===== config.mk =====
export PLATFORM = sky130hd
export DESIGN_NAME = alu_op_arbiter
export DESIGN_NICKNAME = d
export VERILOG_FILES = /design/src/rtl/alu_op_arbiter.sv
export SDC_FILE = /design/constraint.sdc
export NUM_CORES = 1
export LEC_CHECK = 0
export CAP_MARGIN = 10
export CORE_AREA = 2 2 68 70
export DETAILED_ROUTE_END_ITERATION = 6
export DIE_AREA = 0 0 70 72
export PLACE_DENSITY = 0.87
export SLEW_MARGIN = 15
export SYNTH_ARGS = -nofsm -noshare
export SYNTH_HDL_FRONTEND = slang
export SYNTH_SLANG_ARGS = --single-unit

===== constraint.sdc =====
create_clock -name clk -period 1.85 [get_ports clk]
set_input_delay 0.37 -clock clk [delete_from_list [all_inputs] [get_ports clk]]
set_output_delay 0.37 -clock clk [all_outputs]
set_load 0.02 [all_outputs]

===== src/rtl/alu_op_arbiter.sv =====
// alu_op_arbiter: shares one 8-bit ALU between two requesters (A, B).
// A granted request is latched, its opcode is decoded to a one-hot ALU select
// for 1 or MULTI_LAT cycles, and the result is returned on a valid/ready
// response channel tagged with the requester ID.
// Build option: define ALU_ARB_FIXED_PRIO_EN for fixed priority (A always wins
// a tie). Leave it undefined for round-robin.

// 3-to-8 one-hot decoder driving the ALU operation select.
module decoder_3X8 (
   input  logic [2:0] in,
   output logic [7:0] out
);

   // Exactly one output bit set for every input code.
   always_comb begin
      out     = '0;
      out[in] = 1'b1;
   end

endmodule

module alu_op_arbiter #(
   parameter logic [7:0]  MULTI_MASK = 8'b0000_0000,
   parameter int unsigned MULTI_LAT  = 4
) (
   input  logic       clk,
   input  logic       rst,
   input  logic       a_valid,
   output logic       a_ready,
   input  logic [2:0] a_op,
   input  logic [7:0] a_x,
   input  logic [7:0] a_y,
   input  logic       b_valid,
   output logic       b_ready,
   input  logic [2:0] b_op,
   input  logic [7:0] b_x,
   input  logic [7:0] b_y,
   output logic [7:0] alu_sel,
   output logic [7:0] alu_x,
   output logic [7:0] alu_y,
   input  logic [7:0] alu_res,
   output logic       rsp_valid,
   input  logic       rsp_ready,
   output logic       rsp_id,
   output logic [7:0] rsp_data,
   output logic       busy
);

   // Counter reload for multi-cycle opcodes; single-cycle opcodes reload 0.
   localparam logic [3:0] MultiCnt = 4'(MULTI_LAT - 1);

   typedef enum logic [1:0] {StIdle, StExec, StResp} state_e;

   state_e     state_q, state_d;
   logic [3:0] cnt_q, cnt_d;
   logic [2:0] op_q, op_d;
   logic [7:0] x_q, x_d;
   logic [7:0] y_q, y_d;
   logic       id_q, id_d;
   logic [7:0] data_q, data_d;
   logic       last_q, last_d;
   logic       gnt_a, gnt_b;
   logic [2:0] gnt_op;
   logic [7:0] dec_sel;

   decoder_3X8 u_dec (
      .in  (op_q),
      .out (dec_sel)
   );

   // Arbitration between the two valids; last_q names the port that won last.
   always_comb begin
      gnt_a = 1'b0;
      gnt_b = 1'b0;
      if (a_valid && !b_valid) begin
         gnt_a = 1'b1;
      end else if (!a_valid && b_valid) begin
         gnt_b = 1'b1;
      end else if (a_valid && b_valid) begin
`ifdef ALU_ARB_FIXED_PRIO_EN
         gnt_a = 1'b1;
`else
         if (last_q) gnt_a = 1'b1;
         else        gnt_b = 1'b1;
`endif
      end
   end

   assign gnt_op = gnt_b ? b_op : a_op;

   // Next-state and output decode for the IDLE/EXEC/RESP sequence.
   always_comb begin
      state_d   = state_q;
      cnt_d     = cnt_q;
      op_d      = op_q;
      x_d       = x_q;
      y_d       = y_q;
      id_d      = id_q;
      data_d    = data_q;
      last_d    = last_q;
      a_ready   = 1'b0;
      b_ready   = 1'b0;
      alu_sel   = '0;
      alu_x     = '0;
      alu_y     = '0;
      rsp_valid = 1'b0;
      unique case (state_q)
         StIdle: begin
            // No grant is advertised on a reset edge: it would be discarded.
            a_ready = gnt_a && !rst;
            b_ready = gnt_b && !rst;
            if (gnt_a || gnt_b) begin
               op_d    = gnt_op;
               x_d     = gnt_b ? b_x : a_x;
               y_d     = gnt_b ? b_y : a_y;
               id_d    = gnt_b;
               cnt_d   = MULTI_MASK[gnt_op] ? MultiCnt : 4'd0;
               state_d = StExec;
            end
         end
         StExec: begin
            alu_sel = dec_sel;
            alu_x   = x_q;
            alu_y   = y_q;
            if (cnt_q != 4'd0) begin
               cnt_d = cnt_q - 4'd1;
            end else begin
               data_d  = alu_res;
               state_d = StResp;
            end
         end
         StResp: begin
            rsp_valid = 1'b1;
            if (rsp_ready) begin
               last_d  = id_q;
               state_d = StIdle;
            end
         end
         default: state_d = StIdle;
      endcase
   end

   assign rsp_id   = id_q;
   assign rsp_data = data_q;
   assign busy     = (state_q != StIdle);

   // State register with synchronous reset; A wins the first tie after reset.
   always_ff @(posedge clk) begin
      if (rst) begin
         state_q <= StIdle;
         cnt_q   <= '0;
         op_q    <= '0;
         x_q     <= '0;
         y_q     <= '0;
         id_q    <= 1'b0;
         data_q  <= '0;
         last_q  <= 1'b1;
      end else begin
         state_q <= state_d;
         cnt_q   <= cnt_d;
         op_q    <= op_d;
         x_q     <= x_d;
         y_q     <= y_d;
         id_q    <= id_d;
         data_q  <= data_d;
         last_q  <= last_d;
      end
   end

endmodule


### Yosys cells after proc, flatten, opt, wreduce, memory -nomap -nowiden

Memories as Yosys holds them, arrays and structs flattened.
Cells that the tools add are included.

| operators by class | value |
|---|---|
| $add $sub $neg | 1 |
| $lt $le $gt $ge | 3 |
| eq/ne operators | 6 |
| multiplexer cells | 28 |
| bitwise gates (word level) | 1 |
| reduce and logical (&&, ||, !) cells | 19 |

Operator list:

| kind | number |
|---|---|
| $mux 8 | 5 |
| $mux 1 | 13 |
| $lt 3x4->1 const B | 2 |
| $mux 2 | 4 |
| $mux 4 | 2 |
| $ne 2x2->1 const B | 4 |
| $pmux 4 s2 | 1 |
| $logic_and 1x1->1 | 6 |
| $pmux 2 s3 | 1 |
| $reduce_and 2->1 | 3 |
| $reduce_and 3->1 | 2 |
| $reduce_bool 2->1 | 2 |
| $reduce_bool 4->1 | 1 |
| $sub 4x1->4 const B | 1 |
| $demux 1 s3 | 1 |
| $ge 3x1->1 const B | 1 |
| $logic_not 1->1 | 3 |
| $mux 3 | 1 |
| $eq 2x1->1 const B | 1 |
| $eq 2x2->1 const B | 1 |
| $logic_not 2->1 | 1 |
| $logic_or 1x1->1 | 1 |
| $not 1->1 | 1 |

| storage, ports and cells | value |
|---|---|
| bits in registers | 35 |
| bits in read-only memories | 8 |
| bits of input ports | 51 |
| output and inout bits | 37 |
| logic and storage cells | 67 |
| memories kept | 1 |

Memory list:

| memory | words | width | rd ports | clocked after memory_dff | write ports | line | source |
|---|---|---|---|---|---|---|---|
| (name not given) | 8 | 1 | 1 | 0 | 0 | 117 | `cnt_d = MULTI_MASK[gnt_op] ? MultiCnt : 4'd0;` |

### Depth between registers and ports, before layout

| logic depth | value |
|---|---|
| depth in word-level cells | 10 |
| mapped depth | 7 |

### By module

A second synthesis with hierarchy kept.

| second synthesis, totals | value |
|---|---|
| cell total of the unflattened synthesis | 215 |
| area, all modules | 1818.0 µm² |

By module, submodules not included:

| module | times used | cells an instance | area an instance (µm²) | sequential area each (µm²) |
|---|---|---|---|---|
| alu_op_arbiter | 1 | 207 | 1752.9 | 700.7 |
| decoder_3X8 | 1 | 8 | 65.1 | 0.0 |

### Least setup slack after synthesis

OpenSTA, ideal clock, no wires.

| path | value |
|---|---|
| kind | reg-to-output |
| start point | register state_q[0] |
| end point | output alu_sel[4] |
| data arrival time | 1334 ps |
| setup slack | 146 ps |
| cell stages (with the launch flop) | 5 |
| buffers on the path | 1 |
| path through | dfxtp_1 nor2b_1 clkbuf_1 nand2_1 nor3_1 |

| on the way | value |
|---|---|
| longest elaborated chain between the ends | 2 |

RTL lines:

| item | line | source |
|---|---|---|
| start, declared | 54 | `state_e state_q, state_d;` |
| start signal, assigned | 150 | `state_q <= StIdle;` |
| start signal, assigned | 159 | `state_q <= state_d;` |
| $eq 2x1->1 | 107 | `unique case (state_q)` |
| $mux 8 | 107 |  |
| end, declared | 38 | `output logic [7:0] alu_sel,` |

No other way between the ends.

### Worst setup path in the final report

| path | value |
|---|---|
| start point | input a_valid |
| end point | output b_ready |

| on the way | value |
|---|---|
| longest elaborated chain between the ends | 6 |

RTL lines:

| item | line | source |
|---|---|---|
| start, declared | 28 | `input logic a_valid,` |
| $logic_and 1x1->1 / $logic_not 1->1 (equally long branches) | 79, 77 |  |
| $mux 1 / $logic_and 1x1->1 (equally long branches) | 79, 77 |  |
| $mux 1 | 77 | `end else if (!a_valid && b_valid) begin` |
| $mux 1 * | 75 | `if (a_valid && !b_valid) begin` |
| $logic_and 1x1->1 * | 111 | `b_ready = gnt_b && !rst;` |
| $mux 1 * | 107 |  |
| end, declared | 34 | `output logic b_ready,` |

Mark *: on every way between the ends. The rest lies on a longest branch, timed or not.

==> run_results.csv <==
group,metric,value,unit
status,status,"finished clean",
timing,slew_viol_final,0,
logic_synthesis,postSynthAreaPerCell,9.815,sq um
worst_hold_path,hold_class,"reg -> reg",
timing,setup_viol,0,
logic_synthesis,synth-warning-count,0,
die,dieArea,5040,sq um
detailed_routing,viasPerCell,5.137,
cts,cts_buffer_depth,2,
power,p_total,2.020,mW
timing,tns,0,ns
detailed_routing,vias,1654,
power,power.leakage,1.201,nW
layout,regArea,701.9,sq um
detailed_routing,routed_wl,4692,microns
cts,cts_sinks,35,
die,start_util,38.44,%
cts,cts_buffers,5,
timing,finClkSkew,0.004657,ns
logic_synthesis,synth_seq_area_share,42.75,%
layout,multi_input_area,855.8,sq um
layout,area_delta_synth_final,62.67,%
global_routing,grt_pass1_vias,1610,
placed_design,placed_area,2619,sq um
cts,cts_tree,"yes",
global_routing,grt_pass1_wl,7790,microns
die,die_h,72,microns
detailed_routing,firstDrtPassIters,6,
global_routing,antenna_found_initial,0,
detailed_routing,drc,0,
timing,worst_slew_pin_slew,0.3023,ns
timing,rsz0062_at_grt,"true",
worst_setup_path,arrival,1.44,ns
die,rows,24,
global_routing,grt_max_degree,19,
logic_synthesis,ys_types,36,
cts,clk_latency,0.28,ns
layout,nets,322,
timing,fin_hold_ws,0.4780,ns
layout,fillCellCount,368,
power,peakVddDrop,0.4073,mV
layout,layoutNonFillerInstCount,322,
logic_synthesis,synth-seq-cells,35,
die,core_area,4264,sq um
flow_run,cap_violations,0,
cts,h-tree-depth,2,
layout,antenna_cells,0,
worst_setup_path,crit_path_cell_trace,"clkdlybuf4s50_1, nand2_1, and4b_4, clkdlybuf4s15_2",
timing,slew_headroom,79.85,%
placed_design,io_buffers,87,
cts,root_buffer,"clkbuf_8",
cts,hold_buffers,0,
worst_setup_path,critPathBufInv,2,
worst_setup_path,crit_path_end_kind,"primary output",
placed_design,place_ws,-0.4527,ns
worst_setup_path,crit_family,"buffers and inverters",
detailed_routing,ant_nets,0,
placed_design,place.gp.congestion,0.7527,
timing,finalCriticalPeriod,1.810,ns
cts,clk_pin_slew_worst_paths,0.07,ns
detailed_routing,wl_per_cell,14.57,microns
placed_design,placedCellCount,310,
timing,worst_slack,0.04006,ns
worst_setup_path,critical_path.max_fanout,3,
die,die_w,70,microns
timing,clock.fmax,552.5,MHz
worst_setup_path,cp_slowest_cell,"clkdlybuf4s50_1",
worst_setup_path,cp.required,1.48,ns
timing,final.period_utilization,97.83,%
timing,final-hold-violation-count,0,
logic_synthesis,syn_area,1639,sq um
worst_setup_path,path_class,"in -> out",
layout,post-route-util,62.53,%
worst_setup_path,cp-start-kind,"input pin",
global_routing,grtUsageTotal,19.46,%
global_routing,globalRoute.totalOverflow,0,
die,ios,88,
placed_design,dp_hpwl,3545,microns
logic_synthesis,syn_inst,167,
worst_setup_path,slowest_delay,0.46,ns
detailed_routing,drt_iter0_drc,84,
logic_synthesis,mappedNetlistNets,220,
power,power_density,757.6,nW/um^2
layout,postLayoutCellArea,2666,sq um
layout,drive_gt1_share,22.96,%
## cells in the final DEF, fill, tap and decap left out, drive strengths merged, types with 4 or more instances in the layout
master         Yosys  routed
and2              31      31
inv                4       4
nor3               5       5
mux2i              8       8
nor2b              4       4
buf                7      40
dfxtp             35      35
clkdlybuf4s50      0      58
nand2              5       5
a221o             15      15
clkbuf             3      10
nor2              18      18
nand2b             4       4
## flip-flops by register name (all words and copies together) (netlist names)
| name | count |
|---|---|
| rsp_id | 1 |
| cnt_q | 4 |
| y_q | 8 |
| op_q | 3 |
| state_q | 2 |
| x_q | 8 |
| rsp_data | 8 |
| last_q | 1 |
## worst reg2reg max path, delay by kind of cell (launching register included)
| kind | cells | cell delay, ns |
|---|---|---|
| DFF | 1 | 0.31 |
| buffers and inverters | 1 | 0.12 |
| adders and majority gates | 1 | 0.17 |
| muxes | 1 | 0.19 |
| and+or+nand+nor | 3 | 0.77 |
## per-layer routing
layer,vias to the layer above,track usage (%),share of wire [%]
met5,-,0,0
met4,0,7.479,1.8
met3,10,4.444,5.5
met2,68,36.08,53
met1,783,21.72,40
li1,793,-,-
## worst paths after layout
path	start	slack [ns]	cells after the start	to
setup / recovery	a_valid	0.04	4	b_ready
hold / removal	y_q[7]	0.48	1	y_q[7]
setup reg to reg	cnt_q[0]	0.19	6	rsp_data[5]
hold reg to reg	y_q[7]	0.48	1	y_q[7]
## cell usage after synthesis, drive strengths merged
| cell | n | area, sq um |
|---|---|---|
| dfxtp | 35 | 700.7 |
| and2 | 31 | 193.9 |
| nor2 | 18 | 70.07 |
| a221o | 15 | 150.1 |
| mux2i | 8 | 80.08 |
| buf | 7 | 75.07 |
| nand2 | 5 | 18.77 |
| nor3 | 5 | 25.02 |
| inv | 4 | 15.01 |
| nand2b | 4 | 25.02 |
| nor2b | 4 | 40.04 |
| a222oi | 3 | 30.03 |
| clkbuf | 3 | 11.26 |
| nand3 | 3 | 15.01 |
| a21oi | 2 | 10.01 |
| and3 | 2 | 17.52 |
| ha | 2 | 25.02 |
| xor2 | 2 | 17.52 |
| a21boi | 1 | 7.510 |
| a21o | 1 | 7.510 |
| a221oi | 1 | 8.760 |
| a22oi | 1 | 7.510 |
| a311o | 1 | 10.01 |
| and4b | 1 | 13.76 |
| nor4 | 1 | 6.260 |
| o21ai | 1 | 8.760 |
| o2bb2ai | 1 | 8.760 |
| or2 | 1 | 6.260 |
| or2b | 1 | 7.510 |
| or3 | 1 | 6.260 |
| or3b | 1 | 11.26 |
| xnor2 | 1 | 8.760 |
## logic make-up after synthesis
kind of cell | share of synthesized area (%)
mux | 4.886
xor+xnor | 1.603
fa+ha+maj | 1.526
flops | 42.75
simple gates | 27.86
compound gates | 15.19
buf+inv | 6.183
## layout make-up
cell class / count / area share [%]
Clock buffer: 8 / 3.754
Multi-Input combinational cell: 118 / 32.10
Tap cell: 52 / 2.440
Timing Repair Buffer: 105 / 34.82
Inverter: 4 / 0.5631
Sequential cell: 35 / 26.33
## report_power, final
group	leakage [nW]	switching, mW	internal (mW)
Clock	0.0515	0.265	0.340
Sequential	0.287	0.0447	0.822
Combinational	0.862	0.235	0.314
Total	1.20	0.544	1.48
## what timing repair did
| item | 4_1_cts | 5_1_grt |
|---|---|---|
| setup buffers | 5 | 0 |
| endpoints found under the hold margin | 0 | 0 |
| endpoints found under the setup margin | 27 | 33 |
| pin swaps | 0 | 3 |
| resized for setup | 102 | 18 |
(Power assumes the default switching activity.)
